**config.mk**
```make
export PLATFORM = sky130hd
export DESIGN_NAME = multicycle_core
export DESIGN_NICKNAME = d
export VERILOG_FILES = /design/src/rtl/multicycle_core.sv
export SDC_FILE = /design/constraint.sdc
export NUM_CORES = 2
export LEC_CHECK = 0
export CORE_ASPECT_RATIO = 0.7
export CORE_UTILIZATION = 45
export DETAILED_ROUTE_END_ITERATION = 7
export HOLD_SLACK_MARGIN = 0.06
export PLACE_DENSITY = 0.61
export SLEW_MARGIN = 15
export SYNTH_ARGS = -nofsm -noshare
export SYNTH_HDL_FRONTEND = slang
export SYNTH_SLANG_ARGS = --single-unit
```
**constraint.sdc**
```tcl
create_clock -name clk -period 3.9 [get_ports clk]
set_input_delay 0.585 -clock clk [delete_from_list [all_inputs] [get_ports clk]]
set_output_delay 0.585 -clock clk [all_outputs]
set_load 0.01 [all_outputs]
```
**src/rtl/multicycle_core.sv**
```systemverilog
// Multicycle MIPS-subset core (add/sub/and/or/slt, lw, sw, beq, addi, j) sharing
// a single request/ready memory port; one instruction in flight at a time.
module multicycle_core #(
    parameter logic [31:0] RESET_PC        = 32'h0000_0000,
    parameter int unsigned ADDR_W          = 32,
    parameter bit          HALT_ON_ILLEGAL = 1'b1
) (
    input  logic              clk,
    input  logic              rst_n,
    output logic              mem_req,
    output logic              mem_we,
    output logic [ADDR_W-1:0] mem_addr,
    output logic [31:0]       mem_wdata,
    input  logic              mem_ready,
    input  logic [31:0]       mem_rdata,
    output logic              retire,
    output logic              halted
);

    localparam logic [5:0] OP_RTYPE = 6'h00;
    localparam logic [5:0] OP_J     = 6'h02;
    localparam logic [5:0] OP_BEQ   = 6'h04;
    localparam logic [5:0] OP_ADDI  = 6'h08;
    localparam logic [5:0] OP_LW    = 6'h23;
    localparam logic [5:0] OP_SW    = 6'h2B;

    localparam logic [5:0] F_ADD = 6'h20;
    localparam logic [5:0] F_SUB = 6'h22;
    localparam logic [5:0] F_AND = 6'h24;
    localparam logic [5:0] F_OR  = 6'h25;
    localparam logic [5:0] F_SLT = 6'h2A;

    typedef enum logic [3:0] {
        FETCH, DECODE, MEMADR, MEMRD, MEMWB, MEMWR, EXEC,
        ALUWB, BRANCH, ADDIEX, ADDIWB, JUMP, HALT
    } state_t;

    state_t      r_state;
    state_t      w_next;
    logic        r_run;
    logic [31:0] r_pc;
    logic [31:0] r_ir;
    logic [31:0] r_mdr;
    logic [31:0] r_a;
    logic [31:0] r_b;
    logic [31:0] r_alu;
    logic [31:0] r_rf [32];

    logic [5:0]  w_op;
    logic [5:0]  w_funct;
    logic [4:0]  w_rs;
    logic [4:0]  w_rt;
    logic [4:0]  w_rd;
    logic [31:0] w_imm;
    logic [31:0] w_rs_val;
    logic [31:0] w_rt_val;
    logic        w_legal;
    logic [31:0] w_alu_res;
    logic        w_rf_we;
    logic [4:0]  w_rf_waddr;
    logic [31:0] w_rf_wdata;
    logic [31:0] w_byte_addr;

    assign w_op     = r_ir[31:26];
    assign w_funct  = r_ir[5:0];
    assign w_rs     = r_ir[25:21];
    assign w_rt     = r_ir[20:16];
    assign w_rd     = r_ir[15:11];
    assign w_imm    = {{16{r_ir[15]}}, r_ir[15:0]};
    assign w_rs_val = (w_rs == 5'd0) ? '0 : r_rf[w_rs];
    assign w_rt_val = (w_rt == 5'd0) ? '0 : r_rf[w_rt];

    always_comb begin
        w_legal = 1'b0;
        case (w_op)
            OP_RTYPE: w_legal = (w_funct == F_ADD) || (w_funct == F_SUB) || (w_funct == F_AND)
                             || (w_funct == F_OR) || (w_funct == F_SLT);
            OP_LW, OP_SW, OP_BEQ, OP_ADDI, OP_J: w_legal = 1'b1;
            default: w_legal = 1'b0;
        endcase
    end

    always_comb begin
        case (w_funct)
            F_ADD:   w_alu_res = r_a + r_b;
            F_SUB:   w_alu_res = r_a - r_b;
            F_AND:   w_alu_res = r_a & r_b;
            F_OR:    w_alu_res = r_a | r_b;
            F_SLT:   w_alu_res = {31'b0, $signed(r_a) < $signed(r_b)};
            default: w_alu_res = '0;
        endcase
    end

    // r_run keeps the fetch request low for the first cycle after reset release.
    always_comb begin
        w_next     = r_state;
        mem_req    = 1'b0;
        mem_we     = 1'b0;
        retire     = 1'b0;
        halted     = 1'b0;
        w_rf_we    = 1'b0;
        w_rf_waddr = w_rt;
        w_rf_wdata = r_alu;
        case (r_state)
            FETCH: begin
                mem_req = r_run;
                if (r_run && mem_ready) w_next = DECODE;
            end
            DECODE: begin
                if (!w_legal) begin
                    if (HALT_ON_ILLEGAL) begin
                        w_next = HALT;
                    end else begin
                        w_next = FETCH;
                        retire = 1'b1;
                    end
                end else begin
                    case (w_op)
                        OP_LW, OP_SW: w_next = MEMADR;
                        OP_RTYPE:     w_next = EXEC;
                        OP_BEQ:       w_next = BRANCH;
                        OP_ADDI:      w_next = ADDIEX;
                        default:      w_next = JUMP;
                    endcase
                end
            end
            MEMADR: w_next = (w_op == OP_SW) ? MEMWR : MEMRD;
            MEMRD: begin
                mem_req = 1'b1;
                if (mem_ready) w_next = MEMWB;
            end
            MEMWB: begin
                w_rf_we    = 1'b1;
                w_rf_wdata = r_mdr;
                retire     = 1'b1;
                w_next     = FETCH;
            end
            MEMWR: begin
                mem_req = 1'b1;
                mem_we  = 1'b1;
                if (mem_ready) begin
                    retire = 1'b1;
                    w_next = FETCH;
                end
            end
            EXEC: w_next = ALUWB;
            ALUWB: begin
                w_rf_we    = 1'b1;
                w_rf_waddr = w_rd;
                retire     = 1'b1;
                w_next     = FETCH;
            end
            ADDIEX: w_next = ADDIWB;
            ADDIWB: begin
                w_rf_we = 1'b1;
                retire  = 1'b1;
                w_next  = FETCH;
            end
            BRANCH, JUMP: begin
                retire = 1'b1;
                w_next = FETCH;
            end
            HALT:    halted = 1'b1;
            default: w_next = FETCH;
        endcase
    end

    assign w_byte_addr = (r_state == FETCH) ? r_pc : r_alu;
    assign mem_addr    = w_byte_addr[ADDR_W-1:0];
    assign mem_wdata   = r_b;

    always_ff @(posedge clk or negedge rst_n) begin
        if (!rst_n) begin
            r_state <= FETCH;
            r_run   <= 1'b0;
            r_pc    <= RESET_PC;
            r_ir    <= '0;
            r_mdr   <= '0;
            r_a     <= '0;
            r_b     <= '0;
            r_alu   <= '0;
        end else begin
            r_state <= w_next;
            r_run   <= 1'b1;
            case (r_state)
                FETCH: begin
                    if (r_run && mem_ready) begin
                        r_ir <= mem_rdata;
                        r_pc <= r_pc + 32'd4;
                    end
                end
                DECODE: begin
                    r_a   <= w_rs_val;
                    r_b   <= w_rt_val;
                    r_alu <= r_pc + {w_imm[29:0], 2'b00};
                end
                MEMADR, ADDIEX: r_alu <= r_a + w_imm;
                MEMRD: begin
                    if (mem_ready) r_mdr <= mem_rdata;
                end
                EXEC: r_alu <= w_alu_res;
                BRANCH: begin
                    if (r_a == r_b) r_pc <= r_alu;
                end
                JUMP: r_pc <= {r_pc[31:28], r_ir[25:0], 2'b00};
                default: ;
            endcase
        end
    end

    // Register file is deliberately not reset; r0 is forced to zero on read.
    always_ff @(posedge clk) begin
        if (w_rf_we && (w_rf_waddr != 5'd0)) r_rf[w_rf_waddr] <= w_rf_wdata;
    end

endmodule

```
# After elaboration in Yosys (flattened, before gate mapping)

Memory sizes are Yosys's and may differ from the RTL's.
Index checks and enable logic that the tools add are counted.

Bits in registers: 197
Memory bits (writable): 1024
Input bits: 35
Output and inout bits: 68
Memories kept: 1

Add/subtract/negate cells: 5
Order comparisons: 1
Equality and inequality tests: 27
Multiplexer cells: 26
Bitwise operators: 4
Reduce and logical (&&, ||, !) cells: 25

Memories:

| name | depth | width | read ports | clocked after Yosys merged registers in | wr ports | RTL line | source |
|---|---|---|---|---|---|---|---|
| r_rf | 32    | 32    | 2          | 0                                       | 1        | 47       | `logic [31:0] r_rf [32];` |

Operator list:

| cell                                                 | count |
|---|---|
| two-way mux 32 bit                                   | 6 |
| one-hot mux 32 bit (3 select lines)                  | 2 |
| one-hot mux 32 bit (5 select lines)                  | 1 |
| adder 32 bit                                         | 3 |
| equality test 6 bit (second input constant)          | 7 |
| adder 32 x 3 -> 32 bit (second input constant)       | 1 |
| bitwise AND 32 bit                                   | 1 |
| equality test 32 bit                                 | 1 |
| < comparator 32 bit                                  | 1 |
| bitwise OR 32 bit                                    | 1 |
| one-hot mux 4 bit (8 select lines)                   | 1 |
| subtractor 32 bit                                    | 1 |
| equality test 4 bit (second input constant)          | 5 |
| equality test 4 x 3 -> 1 bit (second input constant) | 4 |
| two-way mux 4 bit                                    | 4 |
| one-hot mux 4 bit (4 select lines)                   | 1 |
| logical NOT 5 bit                                    | 2 |
| OR reduction 5 bit                                   | 2 |
| equality test 4 x 2 -> 1 bit (second input constant) | 2 |
| != test 2 bit (second input constant)                | 4 |
| AND reduction 4 bit                                  | 2 |
| equality test 6 x 2 -> 1 bit (second input constant) | 1 |
| equality test 6 x 3 -> 1 bit (second input constant) | 1 |
| equality test 6 x 4 -> 1 bit (second input constant) | 1 |
| 17 further kinds                                     | 33 |

# Depth between registers and ports, before layout

Word-level depth: 8
Depth in mapped cells: 15
Gate-level depth less buffers: 13

# Least setup slack after synthesis

No wires, ideal clock.

Path type: reg-to-reg
Start: reg r_ir[16]
End: mem r_rf[1][0], enable pin
Setup time: 0.421 ns
Data arrival time: 3.276 ns
Path slack: 0.203 ns
Cell stages (with the launch flop): 8
Buffers on the path: 3
Period minus slack after synthesis: 3.697 ns
Path through: dfrtp_1 > clkbuf_1 > clkbuf_1 > clkbuf_1 > nor2_1 > a21oi_1 > nand3_1 > nor2_1

Word-level cells in the longest chain between the ends: 5

RTL lines:

| what                                    | RTL line | source |
|---|---|---|
| from (decl)                             | 42       | `logic [31:0] r_ir;` |
| from (signal assigned)                  | 188      | `r_ir <= mem_rdata;` |
| two-way mux 5 bit (*)                   | 104      | `case (r_state)` |
| nonzero test 5 bit                      | 213      | `if (w_rf_we && (w_rf_waddr != 5'd0)) r_rf[w_rf_waddr] <= w_rf_wdata;` |
| logical AND 1 bit                       | 213      |  |
| two-way mux 1 bit                       | 213      |  |
| two-way mux 1 bit (not written as such) | 213      |  |
| to (decl)                               | 47       |  |

Mark *: on every way between the ends. The rest lies on a longest branch, timed or not.

# Final worst setup path

Start: reg r_a[15]
End: reg r_pc[8]

Word-level cells in the longest chain between the ends: 3

RTL lines:

| what                          | RTL line | source |
|---|---|---|
| from (decl)                   | 44       | `logic [31:0] r_a;` |
| from (signal assigned)        | 193      | `r_a <= w_rs_val;` |
| equality test 32 bit          | 203      | `if (r_a == r_b) r_pc <= r_alu;` |
| != test 2 bit (no line)       | n/a      |  |
| AND reduction 3 bit (no line) | n/a      |  |
| to (signal assigned)          | 189      | `r_pc <= r_pc + 32'd4;` |
| to (signal assigned)          | 203      |  |
| to (signal assigned)          | 205      | `JUMP: r_pc <= {r_pc[31:28], r_ir[25:0], 2'b00};` |
| to (decl)                     | 41       | `logic [31:0] r_pc;` |

Every way passes these cells.
A chain may end at the register's enable or synchronous reset.

==> flow_summary_export.csv <==
group,metric,value,unit
status,status,"complete, no violations",
global_routing,grtUsageMet3,5.91,%
global_routing,grt_pass1_vias,39800,
detailed_routing,drt_wl_total,206000,um
layout,drive_above_1_share,29.4,%
global_routing,grt_use_met2,42.5,%
clocking,cts_buffer_depth,3,
setup_path,cp.required,4.49,ns
setup_path,slowest_delay,0.57,ns
global_routing,grt_pass1_wl,296000,um
logic_synthesis,netlist_instances,4010,
setup_path,arrival,4.34,ns
setup_path,crit_start,"r_a[15]",
logic_synthesis,yosysSeqAreaShare,55.7,%
setup_path,path_class,"reg -> reg",
global_routing,antenna_found_initial,6,
logic_synthesis,synth_top_area_cell,"edfxtp_1",
layout,synthToLayoutAreaGrowth,14.7,%
logic_synthesis,synth.top_cells.by_area,"edfxtp_1, mux4_2, dfrtp_1",
power_and_ir_drop,power.internal,0.0399,W
die,core-area,141000,um2
logic_synthesis,ys_seq_elements,1221,
setup_path,cp-start-kind,"flop",
die,die_area,144000,um2
setup_path,r2r_start,"r_a[15]",
logic_synthesis,post_synth_num_cell_types,89,
die,die_h,318,um
die,placementRows,115,
die,io_pins,103,
power_and_ir_drop,swShare,41.1,%
setup_path,slowest_stage,"or4_1",
clocking,cts_made_buffers,118,
die,initial_core_util,45.5,%
detailed_routing,avgRoutedWirePerCell,33.3,um
logic_synthesis,synth_edf_count,1024,
power_and_ir_drop,power,0.0677,W
setup_path,crit_chain,"inv_1 -> ha_1 -> buf_4 -> nor4_1 -> nand2_1 -> or4_1 -> o31ai_2 -> buf_4 -> nand4b_1 -> and2_1 -> buf_12 -> o21ai_0 -> o21ai_0",
setup_path,r2r_setup_slack,0.15,ns
global_routing,top_usage_layer,"met1",
timing,setup_viol,0,
place,place_hpwl,136000,um
logic_synthesis,ys.warnings.count,0,
layout,num_antenna_cells,0,
layout,fillers,11400,
power_and_ir_drop,combPwrFrac,52.8,%
clocking,cts.sinks,1221,
timing,finalHoldViolations,0,
clocking,htreeDepth,3,
logic_synthesis,synthArstFlopShare,16.1,%
detailed_routing,drt_iter0_drc,5443,
power_and_ir_drop,pwr-share-clk,17.9,%
logic_synthesis,syn-mean-instance-area,16.0,um2
place,portBuffers,102,
power_and_ir_drop,pwr-share-seq,29.3,%
timing,timing.setup.tns,0,ns
layout,design_area,73500,um2
timing,tightest_slew,1.11,ns
global_routing,grt_max_degree,72,
timing,post-route-period-util,96.0,%
timing,timing.final.ws_setup,0.155,ns
clocking,tritoncts,"built",
power_and_ir_drop,p_leak,24.9,nW
clocking,clk_pin_slew_worst_paths,0.07,ns
clocking,clkLatencyLatePin,0.79,ns
logic_synthesis,synth_flop_cell,"edfxtp_1",
layout,layout.nets,4437,
timing,clock_skew,0.0620,ns
power_and_ir_drop,ir_drop,0.000533,V
place,gp_congestion,0.973,
clocking,clock-root-buffer,"clkbuf_16",
logic_synthesis,syn_area,64100,um2
global_routing,grt_overflow,0,
global_routing,grt_usage,28.7,%
timing,holdWs,0.400,ns
detailed_routing,antenna_left,0,
setup_path,path_max_fanout,46,
timing,clock.fmax,267,MHz
detailed_routing,drc_errors,0,
timing,rsz0062_at_grt,"false",
flow_run,drv_cap,0,
clocking,postCtsSetupRepairBufs,0,
power_and_ir_drop,power.density,922,nW/um2
power_and_ir_drop,p_sw,0.0278,W
logic_synthesis,synth_top_area_share,48.0,%
place,preCtsSetupSlack,0.103,ns
die,die_w,453,um
setup_path,cp-end-kind,"flop",
hold_path,hold_class,"in -> async",
timing,min_period,3.75,ns
detailed_routing,via_count,40900,
place,placed_cell_area,69400,um2
global_routing,grt.met1_usage,43.9,%
detailed_routing,dr.pass1.iters,6,
timing,relSlewSlack,25.8,%
detailed_routing,viasPerCell,6.59,
timing,finalMaxSlewViolations,0,
repair_timing:
action | in CTS | in global routing
hold buffers | 1 | 0
gates resized for setup | 0 | 4
hold endpoints to repair | 55 | 0
setup endpoints to repair | 0 | 24
stage by stage:
stage / util, % / instances
final: 52.1 / 6202
after global routing: 52.1 / 6202
after CTS: 52.1 / 6202
after detailed placement: 49.3 / 5985
after global placement: 49.3 / 5985
after floorplan: - / 4041
synthesized netlist by cell type (24+ instances only):
| cell | number |
|---|---|
| a221oi_1 | 30 |
| a21oi_1 | 165 |
| o22ai_1 | 77 |
| edfxtp_1 | 1024 |
| inv_1 | 117 |
| o21bai_1 | 26 |
| mux2i_1 | 69 |
| mux2_2 | 125 |
| nand3_1 | 37 |
| nor2_1 | 212 |
| dfrtp_1 | 197 |
| a21o_1 | 37 |
| buf_1 | 54 |
| nor3_1 | 44 |
| mux4_2 | 640 |
| xnor2_1 | 64 |
| nand2_1 | 138 |
| ha_1 | 164 |
| o21ai_0 | 155 |
| clkbuf_1 | 210 |
| and3_1 | 27 |
| nand2b_1 | 24 |
| xor2_1 | 24 |
cells in the final DEF (no fill, tap or decap), types with 17 or more instances in the layout:
| master | instances |
|---|---|
| mux2_2 | 125 |
| a221oi_1 | 30 |
| dfrtp_1 | 186 |
| conb_1 | 33 |
| mux2i_1 | 69 |
| and3_1 | 26 |
| clkdlybuf4s50_1 | 101 |
| nand2b_1 | 23 |
| inv_1 | 117 |
| xnor2_1 | 64 |
| a21oi_1 | 165 |
| o22ai_1 | 77 |
| o21ai_0 | 155 |
| nor3_1 | 41 |
| clkbuf_16 | 120 |
| nand3_1 | 37 |
| a31oi_1 | 20 |
| buf_12 | 58 |
| xor2_1 | 24 |
| clkinv_1 | 21 |
| ha_1 | 164 |
| a211oi_1 | 23 |
| a21o_1 | 37 |
| edfxtp_1 | 1024 |
| nor2_4 | 31 |
| bufinv_16 | 17 |
| nor2_1 | 181 |
| nand2_1 | 138 |
| clkinv_2 | 22 |
| buf_4 | 187 |
| mux4_2 | 640 |
| clkbuf_1 | 18 |
| o21bai_1 | 26 |
layout make-up:
class                   count  area (um2)  share of cell area (%)
well taps                1872        2340                    3.19
flip-flops and latches   1221       35700                    48.6
clock buffers             144        3150                    4.29
multi-input cells        2425       27300                    37.2
inverters                 120         450                   0.613
clock inverters            72         885                    1.20
repair buffers            348        3600                    4.90
critical path, delay by kind of cell (launching register included):
kind                       cells  cell delay [ns]
AOI/OAI and AO/OA              3             0.72
adders and majority gates      1             0.31
buffers and inverters          4             0.67
DFF                            1             0.49
and+or+nand+nor                5             1.36
power groups by stage:
stage               sequential [W]  clock [W]  combinational, W
floorplan                   0.0186          0            0.0231
global placement            0.0200          0            0.0353
detailed placement          0.0201          0            0.0352
CTS                         0.0198     0.0123            0.0353
global route                0.0200     0.0128            0.0380
finish                      0.0199     0.0121            0.0357
per-layer routing:
metal / vias up / wire length, um
met1: 21500 / 89200
met2: 2139 / 92400
met4: 0 / 4290
met3: 260 / 20400
li1: 16900 / -
met5: - / 0
final timing paths:
kind / to / cells past startpoint
setup / recovery: r_pc[8] / 13
hold / removal: r_alu[19] / 2
setup reg to reg: r_pc[8] / 13
hold reg to reg: r_mdr[2] / 1
max in group asynchronous: r_ir[0] / 3
min in group clk: r_ir[26] / 2
sequential cells by signal, indices dropped and copies added (netlist names):
register and cells:
r_alu 32, r_rf 1024, r_a 32, r_state 4, r_pc 32, mem_wdata 32, r_run 1, r_mdr 32
r_ir 32
kinds of logic after synthesis:
family | after synthesis | share of synthesized area (%)
other | 2 | 0.0117
AO/OA/AOI/OAI | 720 | 7.35
flip-flops | 1221 | 55.7
AND/OR/NAND/NOR | 582 | 4.28
multiplexers | 834 | 25.8
buffers and inverters | 395 | 2.36
XOR/XNOR | 88 | 1.20
adder cells (fa/ha/maj) | 168 | 3.33
Note: power is estimated with default switching activity, not from simulation.
